## config.mk

```make
export PLATFORM = sky130hd
export DESIGN_NAME = dx_stage_buffer
export DESIGN_NICKNAME = d
export VERILOG_FILES = /design/src/rtl/dx_stage_buffer.sv
export SDC_FILE = /design/constraint.sdc
export NUM_CORES = 1
export LEC_CHECK = 0
export CAP_MARGIN = 15
export CORE_MARGIN = 8
export CORE_UTILIZATION = 46
export DETAILED_ROUTE_END_ITERATION = 16
export PLACE_DENSITY_LB_ADDON = 0.3
export SYNTH_ARGS = -nofsm -noshare
export SYNTH_HDL_FRONTEND = slang
export SYNTH_SLANG_ARGS = --single-unit
```

## constraint.sdc

```tcl
create_clock -name clock -period 1.7 [get_ports clock]
set_input_delay 0.255 -clock clock [delete_from_list [all_inputs] [get_ports clock]]
set_output_delay 0.255 -clock clock [all_outputs]
set_load 0.1 [all_outputs]
```

## src/rtl/dx_stage_buffer.sv

```systemverilog
// Decode->execute stage buffer: two-entry skid buffer with valid/ready on both sides,
// flush-to-bubble, NOP on empty output slot and a saturating back-pressure counter.
module dx_stage_buffer #(
  parameter int                DATA_W    = 32,
  parameter int                CTRL_W    = 10,
  parameter logic [DATA_W-1:0] NOP_INSTR = '0,
  parameter int                CNT_W     = 16
) (
  input  logic              clock,
  input  logic              reset,
  input  logic              flush,
  input  logic              in_valid,
  output logic              in_ready,
  input  logic [DATA_W-1:0] in_PC_next,
  input  logic [DATA_W-1:0] in_instr,
  input  logic [DATA_W-1:0] in_immediate,
  input  logic [DATA_W-1:0] in_data_readRegA,
  input  logic [DATA_W-1:0] in_data_readRegB,
  input  logic [CTRL_W-1:0] in_ctrl_signals,
  output logic              out_valid,
  input  logic              out_ready,
  output logic [DATA_W-1:0] out_PC_next,
  output logic [DATA_W-1:0] out_instr,
  output logic [DATA_W-1:0] out_immediate,
  output logic [DATA_W-1:0] out_data_readRegA,
  output logic [DATA_W-1:0] out_data_readRegB,
  output logic [CTRL_W-1:0] out_ctrl_signals,
  output logic [CNT_W-1:0]  stall_count
);

  typedef enum logic [1:0] {EMPTY, ONE, FULL} state_t;

  typedef struct packed {
    logic [DATA_W-1:0] pc;
    logic [DATA_W-1:0] instr;
    logic [DATA_W-1:0] imm;
    logic [DATA_W-1:0] rega;
    logic [DATA_W-1:0] regb;
    logic [CTRL_W-1:0] ctrl;
  } entry_t;

  localparam entry_t BUBBLE = '{pc: '0, instr: NOP_INSTR, imm: '0,
                                rega: '0, regb: '0, ctrl: '0};
  localparam logic [CNT_W-1:0] CNT_MAX = '1;

  state_t           state_q, state_d;
  entry_t           m_q, m_d;
  entry_t           s_q, s_d;
  logic [CNT_W-1:0] cnt_q, cnt_d;
  entry_t           in_entry;
  logic             accept;
  logic             drain;

  assign in_entry = '{pc: in_PC_next, instr: in_instr, imm: in_immediate,
                      rega: in_data_readRegA, regb: in_data_readRegB,
                      ctrl: in_ctrl_signals};

  // Handshake flags decode only the registered state, never the peer's inputs.
  assign in_ready  = (state_q != FULL);
  assign out_valid = (state_q != EMPTY);
  assign accept    = in_valid & in_ready;
  assign drain     = out_valid & out_ready;

  always_comb begin
    state_d = state_q;
    m_d     = m_q;
    s_d     = s_q;
    if (flush) begin
      state_d = EMPTY;
      m_d     = BUBBLE;
      s_d     = BUBBLE;
    end else begin
      case (state_q)
        EMPTY: begin
          if (accept) begin
            state_d = ONE;
            m_d     = in_entry;
          end
        end
        ONE: begin
          if (accept && drain) begin
            m_d = in_entry;
          end else if (accept) begin
            state_d = FULL;
            s_d     = in_entry;
          end else if (drain) begin
            state_d = EMPTY;
            m_d     = BUBBLE;
          end
        end
        FULL: begin
          if (drain) begin
            state_d = ONE;
            m_d     = s_q;
            s_d     = BUBBLE;
          end
        end
        default: begin
          state_d = EMPTY;
          m_d     = BUBBLE;
          s_d     = BUBBLE;
        end
      endcase
    end
  end

  // Counts stalled cycles even across a flush; only reset clears it.
  always_comb begin
    cnt_d = cnt_q;
    if (out_valid && !out_ready && (cnt_q != CNT_MAX)) begin
      cnt_d = cnt_q + 1'b1;
    end
  end

  always_ff @(posedge clock) begin
    if (reset) begin
      state_q <= EMPTY;
      m_q     <= BUBBLE;
      s_q     <= BUBBLE;
      cnt_q   <= '0;
    end else begin
      state_q <= state_d;
      m_q     <= m_d;
      s_q     <= s_d;
      cnt_q   <= cnt_d;
    end
  end

  assign out_PC_next       = m_q.pc;
  assign out_instr         = m_q.instr;
  assign out_immediate     = m_q.imm;
  assign out_data_readRegA = m_q.rega;
  assign out_data_readRegB = m_q.regb;
  assign out_ctrl_signals  = m_q.ctrl;
  assign stall_count       = cnt_q;

endmodule

```

==> impl_results.rst, run 1 <==
.. list-table::
   :header-rows: 1

   * - Metric
     - Value
   * - Number of remaining DRC errors
     - 0
   * - Critical Path Max Stage Delay
     - roughly 370 ps
   * - Clk root buf
     - sky130_fd_sc_hd__clkbuf_16
   * - Area taken by multi-input logic gates
     - around 7400 um2
   * - Post-synthesis cell count
     - 1,965
   * - Violated checks
     - setup timing
   * - # IOs
     - 363
   * - Ys async rst share
     - 0%
   * - Routed length per instance
     - 20.2 um
   * - Worst-path fanout max
     - 22
   * - GRT Util Overall
     - 25.4%
   * - Die span in x
     - 204 um
   * - Post-cts hold buffer count
     - 0
   * - Count of endpoints failing setup in the final report
     - 2
   * - Unrepaired setup endpoints after global routing
     - yes
   * - Worst hold path depth
     - 4
   * - Cells along the critical path
     - buf_6, or2_4, buf_12
   * - Drt first-iter violations
     - approximately 1,300
   * - Remaining max-slew budget at the tightest pin
     - 72.2%
   * - Clk sink count
     - 358
   * - TritonCTS clock tree
     - yes
   * - Slowest stage cell, crit path
     - sky130_fd_sc_hd__dfxtp_4
   * - Number of distinct library cells after synthesis
     - 41
   * - Cell Int Power
     - between 15,000 and 20,000 uW
   * - Sequential-to-total area share from yosys stat
     - approximately 44%
   * - Drt first pass iters
     - 8
   * - Total of flip-flops plus latches after synthesis
     - between 300 and 400
   * - Start point of the critical path
     - state_q[0]
   * - Type of the tightest min-delay check
     - input pin to flip-flop
   * - Hold Crit Start
     - out_ready
   * - Placed inst area
     - between 20,000 and 25,000 um2
   * - Crit path kind
     - flip-flop to output pin
   * - DP Wirelength
     - 36.6 mm
   * - Number of levels in the clock H-tree
     - 2
   * - Layout area overhead
     - 53.6%
   * - Global-route wire length before repair
     - 87.5 mm
   * - Status
     - complete, but fails checks
   * - Initial Utilization
     - 46.8%
   * - Max capacitance violation total
     - 0
   * - Number of endpoints with negative hold slack in the final report
     - 0
   * - Syn avg cell area
     - 8.25 um2
   * - Share of total power in sequential cells
     - 40.2%
   * - Synth warn
     - 0
   * - Family of cells with the greatest summed delay on the critical path
     - flip-flops
   * - Number of placed cells counting well taps
     - roughly 2,700
   * - Worst setup slack after layout
     - -33.0 ps
   * - Worst reg2reg startpoint
     - state_q[1]
   * - Data arrival at the endpoint of the critical path
     - 1480 ps
   * - Synthesized netlist net count
     - around 2,100
   * - Fraction of final layout cells with drive strength greater than 1
     - 18.2%
   * - Clk_skew
     - 21.6 ps
   * - Area of the die
     - 41,500 um2
   * - Kind of launch point of the worst setup path
     - flip-flop
   * - Clock power frac
     - 40.5%
   * - Final instance count without filler cells
     - between 2,000 and 3,000
   * - Net switching power
     - between 6000 and 7000 uW
   * - Static leakage
     - 0.00947 uW
   * - Most used DFF post-synth
     - sky130_fd_sc_hd__dfxtp_1
   * - Worst R2R Path Depth
     - 7
   * - Part of the cycle the worst path needs
     - 102%
   * - Standard-cell rows
     - 68
   * - Number of antenna violations at the first check in global routing
     - 5
   * - Die outline height
     - 204 um
   * - Area used by sequential logic in the layout
     - 7230 um2
   * - Count of pins over their slew limit
     - 0
   * - Clock insertion delay at the later pin of the skew report
     - approximately 530 ps
   * - Area of the mapped netlist
     - 16,200 um2
   * - Number of buffer and inverter stages on the critical path
     - 2
   * - Fill cell count
     - 2,405
   * - Sw frac
     - 28.5%
   * - Total length of routed wires
     - between 50 and 60 mm
   * - Critical Path Stages
     - 3
   * - Core ar.
     - 34,600 um2
   * - Commonest non-fill, non-tap cells in the layout
     - sky130_fd_sc_hd__nor2_1, sky130_fd_sc_hd__dfxtp_1, sky130_fd_sc_hd__inv_1
   * - Kind of capture point of the worst setup path
     - output pin
   * - Vias
     - 16,000
   * - Number of buffers added by the clock tree synthesis step
     - 40
   * - Aggregate global routing overflow
     - 0
   * - Last weighted congestion value of the routability-driven placer
     - a little over 0.8
   * - Peak clock frequency supported by timing
     - just under 600 MHz
   * - Data required time at the worst endpoint
     - 1440 ps
   * - Largest net degree at the start of global routing
     - about 140
   * - Number of flops mapped to enable cells by yosys
     - 0
   * - Routed Antenna Nets
     - 0
   * - Total power per unit cell area
     - 871 nW/um2
   * - Net count of the finished layout
     - 2,506
   * - Power share of the combinational group
     - 19.3%
   * - Actual slew at the worst max-slew pin
     - 417 ps
   * - IO Port Bufs
     - ~360
   * - Commonest non-fill, non-tap cell in the layout
     - sky130_fd_sc_hd__nor2_1
   * - Final critical path time including I/O delays and setup
     - 1730 ps
   * - Clk pin slew, worst setup/hold paths
     - 50 ps
   * - Worst-case clock buffer depth
     - 3
   * - Peak ir drop on the vdd network
     - 0.000818 V
   * - Vias in the first global route
     - 16,100
   * - Number of vias per cell after detailed routing
     - 5.69
   * - Area of all placed cells without fillers
     - 24,900 um2
==> sequential cells by signal, summed over array words and instances (netlist names) <==
| signal | count |
|---|---|
| out_immediate | 32 |
| stall_count | 16 |
| out_ctrl_signals | 10 |
| out_instr | 32 |
| out_PC_next | 32 |
| out_data_readRegA | 32 |
| state_q | 2 |
| s_q | 170 |
| out_data_readRegB | 32 |
==> worst min-delay path: stages <==
cell and delay [ps]:
sky130_fd_sc_hd__dlymetal6s2s_1 180, sky130_fd_sc_hd__o21bai_2 180, sky130_fd_sc_hd__buf_4 170, sky130_fd_sc_hd__a211oi_1 60
==> metal layers <==
metal | vias up | track usage [%] | wire (um)
li1 | 7430 | - | -
met1 | 7685 | 31.3 | 22300
met2 | 771 | 41.9 | 27400
met3 | 149 | 6.62 | 5150
met4 | 6 | 9.76 | 2050
met5 | - | 0 | 41
==> worst paths after layout <==
check / to / slack (ps)
min: state_q[1] / 380
max reg2reg: out_immediate[11] / 10
min reg2reg: out_PC_next[15] / 490
max: out_valid / -30
==> layout make-up <==
cell class | instances | area share [%]
multi-input combinational | 1141 | 29.7
inverter | 287 | 4.33
antenna | 3 | 0.0301
clock inverter | 13 | 0.668
timing repair buffer | 502 | 29.3
sequential | 358 | 29.1
tap | 455 | 2.29
clock buffer | 61 | 4.70
==> kinds of logic (layout without fill, tap and decap cells) <==
| logic type | Yosys count | in the layout | synth area share (%) |
|---|---|---|---|
| buffers and inverters | 466 | 863 | 11.2 |
| DFF | 358 | 358 | 44.2 |
| other | 0 | 3 | 0 |
| xor gates and xnor gates | 1 | 1 | 0.0540 |
| and+or+nand+nor | 561 | 561 | 14.2 |
| muxes | 171 | 171 | 10.6 |
| AOI/OAI and AO/OA | 407 | 407 | 19.7 |
| adders and majority gates | 1 | 1 | 0.0772 |
==> cell usage after synthesis, types with 2 or more instances <==
cell,count,area [um2]
sky130_fd_sc_hd__nand2_1,31,116
sky130_fd_sc_hd__o32ai_1,143,1250
sky130_fd_sc_hd__dfxtp_1,358,7170
sky130_fd_sc_hd__or2_2,2,12.5
sky130_fd_sc_hd__a32oi_1,22,193
sky130_fd_sc_hd__or3_1,5,31.3
sky130_fd_sc_hd__and2_1,29,181
sky130_fd_sc_hd__o21ai_0,6,30.0
sky130_fd_sc_hd__inv_1,287,1080
sky130_fd_sc_hd__nand3_1,5,25.0
sky130_fd_sc_hd__buf_1,9,33.8
sky130_fd_sc_hd__or4_1,9,67.6
sky130_fd_sc_hd__and3_1,2,12.5
sky130_fd_sc_hd__nand2b_1,2,12.5
sky130_fd_sc_hd__o22a_1,2,17.5
sky130_fd_sc_hd__nor2b_1,3,18.8
sky130_fd_sc_hd__nor2_1,458,1720
sky130_fd_sc_hd__a2bb2oi_1,27,236
sky130_fd_sc_hd__o31ai_1,9,67.6
sky130_fd_sc_hd__mux2i_1,171,1710
sky130_fd_sc_hd__a21oi_1,43,215
sky130_fd_sc_hd__buf_2,46,230
sky130_fd_sc_hd__clkbuf_1,123,462
sky130_fd_sc_hd__nand4_1,8,50.1
sky130_fd_sc_hd__and4_1,2,17.5
sky130_fd_sc_hd__a22oi_1,148,1110
==> metrics by stage <==
step | power, uW | utilization (%) | TNS [ps] | hold WS, ps | worst slack, ps
after floorplan | 11200 | - | -946 | 417 | -225
after global placement | 12900 | 66.5 | -122420 | 472 | -459
after detailed placement | 13000 | 66.5 | -137270 | 479 | -501
after CTS | 21700 | 71.3 | -285 | 414 | -54.8
after global routing | 22400 | 71.9 | -674 | 405 | -79.0
final | 21700 | 71.9 | -63.0 | 383 | -33.0
==> repair_timing <==
item | in CTS | in global routing
setup endpoints to repair | 51 | 142
pin swaps | 1 | 2
setup buffers | 15 | 6
resized for setup | 12 | 20
gates cloned | 4 | 4
==> power by group through the flow <==
stage	Combinational [uW]	Clock [uW]	Sequential (uW)
after floorplan	1320	0	9850
after global placement	4020	0	8890
after detailed placement	4080	0	8900
after CTS	4130	8890	8720
after global routing	4390	9260	8730
final	4200	8780	8720
No activity file was read; power rests on OpenSTA's default activity.
==> run 2: changes to the inputs <==
==> constraint.sdc (replaced) <==
create_clock -name clock -period 1.45 [get_ports clock]
set_input_delay 0.2175 -clock clock [delete_from_list [all_inputs] [get_ports clock]]
set_output_delay 0.2175 -clock clock [all_outputs]
set_load 0.1 [all_outputs]
==> run 2 against run 1 <==
  * The flow still finishes with violations (setup timing)
  * Sequential share of layout area decreased by 3.3 points
  * Total power increased by 22%
  * Routed wire length increased by 14%
  * Non-clock buffer count increased by 96
  * First-iteration DRC count increased by 15%
  * Global-route usage increased by 1.3 points
  * Hold slack improved by 21 ps
  * Design area increased by 13%
  * Clock skew decreased by 6.8 ps
  * Worst setup slack got worse by 300 ps
  * Critical endpoint unchanged
==> impl_results.rst, run 2 (synthesis gave the netlist of run 1 again) <==
.. list-table::
   :header-rows: 1

   * - Metric
     - Value
   * - IO Port Bufs
     - 362
   * - Last weighted congestion value of the routability-driven placer
     - 0.822
   * - Type of the tightest min-delay check
     - input pin to flip-flop
   * - Kind of capture point of the worst setup path
     - output pin
   * - DP Wirelength
     - 38.2 mm
   * - Unrepaired setup endpoints after global routing
     - yes
   * - Vias
     - between 15,000 and 20,000
   * - Crit path kind
     - flip-flop to output pin
   * - Post-cts hold buffer count
     - 0
   * - Worst-case clock buffer depth
     - 3
   * - Max capacitance violation total
     - 0
   * - Violated checks
     - setup timing
   * - Global-route wire length before repair
     - approximately 90 mm
   * - Commonest non-fill, non-tap cells in the layout
     - sky130_fd_sc_hd__nor2_1, sky130_fd_sc_hd__dfxtp_1, sky130_fd_sc_hd__inv_1
   * - Number of remaining DRC errors
     - 0
   * - TritonCTS clock tree
     - yes
   * - Die span in x
     - 204 um
   * - Data arrival at the endpoint of the critical path
     - 1570 ps
   * - Largest net degree at the start of global routing
     - 62
   * - Aggregate global routing overflow
     - 0
   * - Count of pins over their slew limit
     - 0
   * - Area used by sequential logic in the layout
     - 7230 um2
   * - Clk root buf
     - sky130_fd_sc_hd__clkbuf_16
   * - Fill cell count
     - roughly 1,900
   * - Register with the most flip-flops
     - s_q
   * - Worst setup slack after layout
     - -334 ps
   * - Remaining max-slew budget at the tightest pin
     - 67.9%
   * - Net count of the finished layout
     - 2,601
   * - Number of levels in the clock H-tree
     - 2
   * - Routed length per instance
     - 22.2 um
   * - # IOs
     - 363
   * - Drt first-iter violations
     - between 1,000 and 1,500
   * - Total power per unit cell area
     - approximately 940 nW/um2
   * - Part of the cycle the worst path needs
     - 123%
   * - Routed Antenna Nets
     - 0
   * - Smallest hold slack
     - 404 ps
   * - Vias in the first global route
     - 16,700
   * - Peak ir drop on the vdd network
     - 0.00105 V
   * - Data required time at the worst endpoint
     - roughly 1200 ps
   * - Core ar.
     - around 35,000 um2
   * - Initial Utilization
     - 46.8%
   * - Layout area overhead
     - 73.0%
   * - Drt first pass iters
     - 5
   * - Area taken by multi-input logic gates
     - about 8800 um2
   * - Clk pin slew, worst setup/hold paths
     - 60 ps
   * - Clk sink count
     - about 360
   * - GRT Util Overall
     - around a quarter
   * - Final core utilization
     - 81.0%
   * - Clk_skew
     - 14.7 ps
   * - Standard-cell rows
     - 68
   * - Area of the die
     - slightly above 40,000 um2
   * - Status
     - complete, but fails checks
   * - Number of vias per cell after detailed routing
     - just under 6
   * - Fraction of final layout cells with drive strength greater than 1
     - between 30% and 40%
   * - Number of endpoints with negative hold slack in the final report
     - 0
   * - Count of endpoints failing setup in the final report
     - ~360
   * - Final critical path time including I/O delays and setup
     - 1780 ps
   * - Die outline height
     - 204 um
   * - Clock insertion delay at the later pin of the skew report
     - 520 ps
   * - Total length of routed wires
     - 64.6 mm
   * - Number of antenna violations at the first check in global routing
     - 8
   * - Peak clock frequency supported by timing
     - roughly 560 MHz
   * - Number of flip-flops under the largest register name
     - 170
   * - Kind of launch point of the worst setup path
     - flip-flop
   * - Actual slew at the worst max-slew pin
     - 482 ps
   * - Static leakage
     - between 0.01 and 0.015 uW
   * - Worst-path fanout max
     - 3
   * - Number of buffers added by the clock tree synthesis step
     - 39
   * - Commonest non-fill, non-tap cell in the layout
     - sky130_fd_sc_hd__nor2_1
==> run 2: cell types whose count changed in the layout (fill, tap and decap cells not counted), moves of 21 or more <==
cell,previous run,this run
sky130_fd_sc_hd__a22oi_1,148,10
sky130_fd_sc_hd__a22oi_2,0,138
sky130_fd_sc_hd__buf_12,223,244
sky130_fd_sc_hd__clkbuf_16,45,67
sky130_fd_sc_hd__o32ai_1,142,119
sky130_fd_sc_hd__o32ai_2,1,23
==> run 2: metal layers <==
| layer | track usage (%) | part of all wire, % |
|---|---|---|
| met5 | 0 | 0.065 |
| met4 | 10.5 | 3.7 |
| met3 | 6.22 | 8.3 |
| met2 | 45.1 | 50 |
| met1 | 32.5 | 38 |
==> run 2: what timing repair did <==
item,in CTS,in global routing
buffers inserted,24,28
gates resized for setup,93,132
cloned,16,31
pin swaps,21,157
endpoints found under the setup margin,359,362
==> run 2: power by group <==
part / switching [uW] / leakage [uW] / internal, uW
clock: 4130 / 0.000648 / 5910
combinational: 3360 / 0.00698 / 2820
sequential: 247 / 0.00291 / 10000
==> run 2: through the flow <==
step	power, uW	cell area (um2)	TNS (ps)	instances	setup WS [ps]
2_1_floorplan	13500	17500	-39220	1965	-475
3_3_place_gp	15500	24300	-193020	2747	-662
3_5_place_dp	15600	24300	-198630	2747	-686
4_1_cts	26000	26600	-72640	2857	-328
5_1_grt	27200	28100	-107860	2914	-390
6_report	26500	28100	-87800	2914	-334
==> run 2: final cells by class <==
cell class | count | share of cell area, %
repair buffers | 598 | 32.4
multi-input cells | 1141 | 31.2
flip-flops and latches | 358 | 25.8
clock buffers | 61 | 4.43
inverters | 287 | 3.84
well taps | 455 | 2.03
clock inverters | 10 | 0.219
diodes | 4 | 0.0357
==> run 2: worst max-delay path, stage by stage (launching register included) <==
cell and delay [ps]:
sky130_fd_sc_hd__dfxtp_4 350, sky130_fd_sc_hd__buf_4 160, sky130_fd_sc_hd__buf_12 130, sky130_fd_sc_hd__or2_4 250, sky130_fd_sc_hd__buf_12 160
==> run 2: worst paths after layout <==
path / startpoint / to / slack [ps] / cells after the start
setup / recovery: state_q[1] / out_valid / -330 / 4
hold reg to reg: out_instr[25] / out_instr[25] / 490 / 2
hold / removal: in_instr[25] / out_instr[25] / 400 / 3
setup reg to reg: state_q[0] / s_q[23] / -330 / 7
==> run 3: changes to the inputs <==
--- a/config.mk
+++ b/config.mk
@@ -8,6 +8,7 @@
 export CAP_MARGIN = 15
 export CORE_MARGIN = 8
 export CORE_UTILIZATION = 46
+export CTS_CLUSTER_SIZE = 16
 export DETAILED_ROUTE_END_ITERATION = 16
 export PLACE_DENSITY_LB_ADDON = 0.3
 export SYNTH_ARGS = -nofsm -noshare
==> results of run 3 <==
The final DEF is identical to that of run 2; final timing and power are the same.
==> RTL edit, RTL diff (config.mk and constraints of run 1) <==
Reset style: asynchronous (`reset`), changed in one clocked block.
--- a/src/rtl/dx_stage_buffer.sv
+++ b/src/rtl/dx_stage_buffer.sv
@@ -112,7 +112,7 @@
     end
   end
 
-  always_ff @(posedge clock) begin
+  always_ff @(posedge clock or posedge reset) begin
     if (reset) begin
       state_q <= EMPTY;
       m_q     <= BUBBLE;
Formal check against the unedited RTL: not equivalent (Yosys sat finds a counterexample within 4 cycles, from zero or initial values and one cycle with reset high; the reset may be asserted at any time).
==> RTL edit against run 1 <==
Cell area up 9.3%. Sequential share of layout area is 3.9 points higher. Setup slack worse by 0.15 ns. Critical path type is now reg -> reg. Utilization increased by 4.5 points. The run still ends with negative setup slack left. Synthesized area rose by 2.9%. Sequential cell count unchanged. Hold slack got worse by 0.17 ns. Clock skew shrank 0.0012 ns. Routed wire length is 4.2% higher. Highest routed layer unchanged. Critical endpoint is now out_immediate[30]. Critical path depth rose by 6.
Power is not compared: it rests on default switching activity, and its combinational part moved more than twofold at a synthesized area within 25%.
==> RTL edit: results (changes against run 1) <==
- Drt wl/cell: 24.6 um (was 20.2 um)
- Pre-CTS setup slack: -0.390 ns (was -0.501 ns)
- # diodes: 4 (was 3)
- # Taps: 461 (was 455)
- Metal2 WL: 29100 um (was 27400 um)
- Crit Path Max Fanout: 9 (was 22)
- Starting DRT DRC Count: 1017 (was 1253)
- Layout clock buffers: 58 (was 61)
- Failing checks: negative setup slack (unchanged)
- Skew final: 0.0203 ns (was 0.0216 ns)
- Post-cts sizing count: 51 (was 12)
- Path type of the worst min-delay path: in -> async (was in -> reg)
- Sequential share of the synthesized area: 53.7% (was 44.2%)
- Register area: 0.00896 sq mm (was 0.00723 sq mm)
- CP Launch Point: state_q[0] (unchanged)
- Synth async-reset ratio: 100% (was 0%)
- Slowest cell delay on critical path: 0.44 ns (was 0.37 ns)
- FF+latch count: 358 (unchanged)
- Final worst slack: -0.187 ns (was -0.0330 ns)
- Multi-input comb cells: 762 (was 1141)
- Signal inverters: 178 (was 287)
- Global-route wire length before repair: 83700 um (was 87500 um)
- Via Count: 13979 (was 16041)
- Final setup viols: 321 (was 2)
- Top post-synthesis cells by area: dfrtp_1, mux2i_1, o2bb2ai_2 (was dfxtp_1, nor2_1, mux2i_1)
- Status: finished with violations (unchanged)
- Post-CTS Repair Setup Buffers: 18 (was 15)
- Dpl cells: 2255 (was 2715)
- DP HPWL: 36000 um (was 36600 um)
- Area post-placement: 0.0238 sq mm (was 0.0230 sq mm)
- Synth unique cells: 48 (was 41)
- DRT met1 WL: 23200 um (was 22300 um)
- Non-clock buffers, area share: 32.5% (was 29.3%)
- Tot Pwr: roughly 27 mW
- Avg Cell Area, Syn: 11.8 sq um (was 8.25 sq um)
- Worst slew pin tran: 0.384 ns (was 0.417 ns)
- Worst hold slack: 0.211 ns (was 0.383 ns)
RTL edit: cell types whose count changed in the layout (fill, tap and decap cells not counted), moves of 101 or more:
cell,change
nor2_1,-454
dfrtp_1,+356
dfxtp_1,-340
nand2_1,+145
o32ai_1,-142
inv_1,-112
o2bb2ai_2,+101
RTL edit: cells by family after synthesis:
| kind of cell | Yosys count | synth area share [%] |
|---|---|---|
| AOI/OAI and AO/OA | 366 | 21.4 |
| xor gates and xnor gates | 10 | 0.570 |
| adders and majority gates | 1 | 0.0750 |
| buffers and inverters | 293 | 8.47 |
| DFF | 358 | 53.7 |
| muxes | 173 | 10.4 |
| and+or+nand+nor | 212 | 5.37 |
RTL edit: metrics by stage:
stage | util (%) | setup TNS, ns
after floorplan | - | -1208.33
after global placement | 66.8 | -83.10
after detailed placement | 66.8 | -95.43
after CTS | 72.9 | -15.28
after global routing | 76.4 | -40.53
final | 76.4 | -24.04
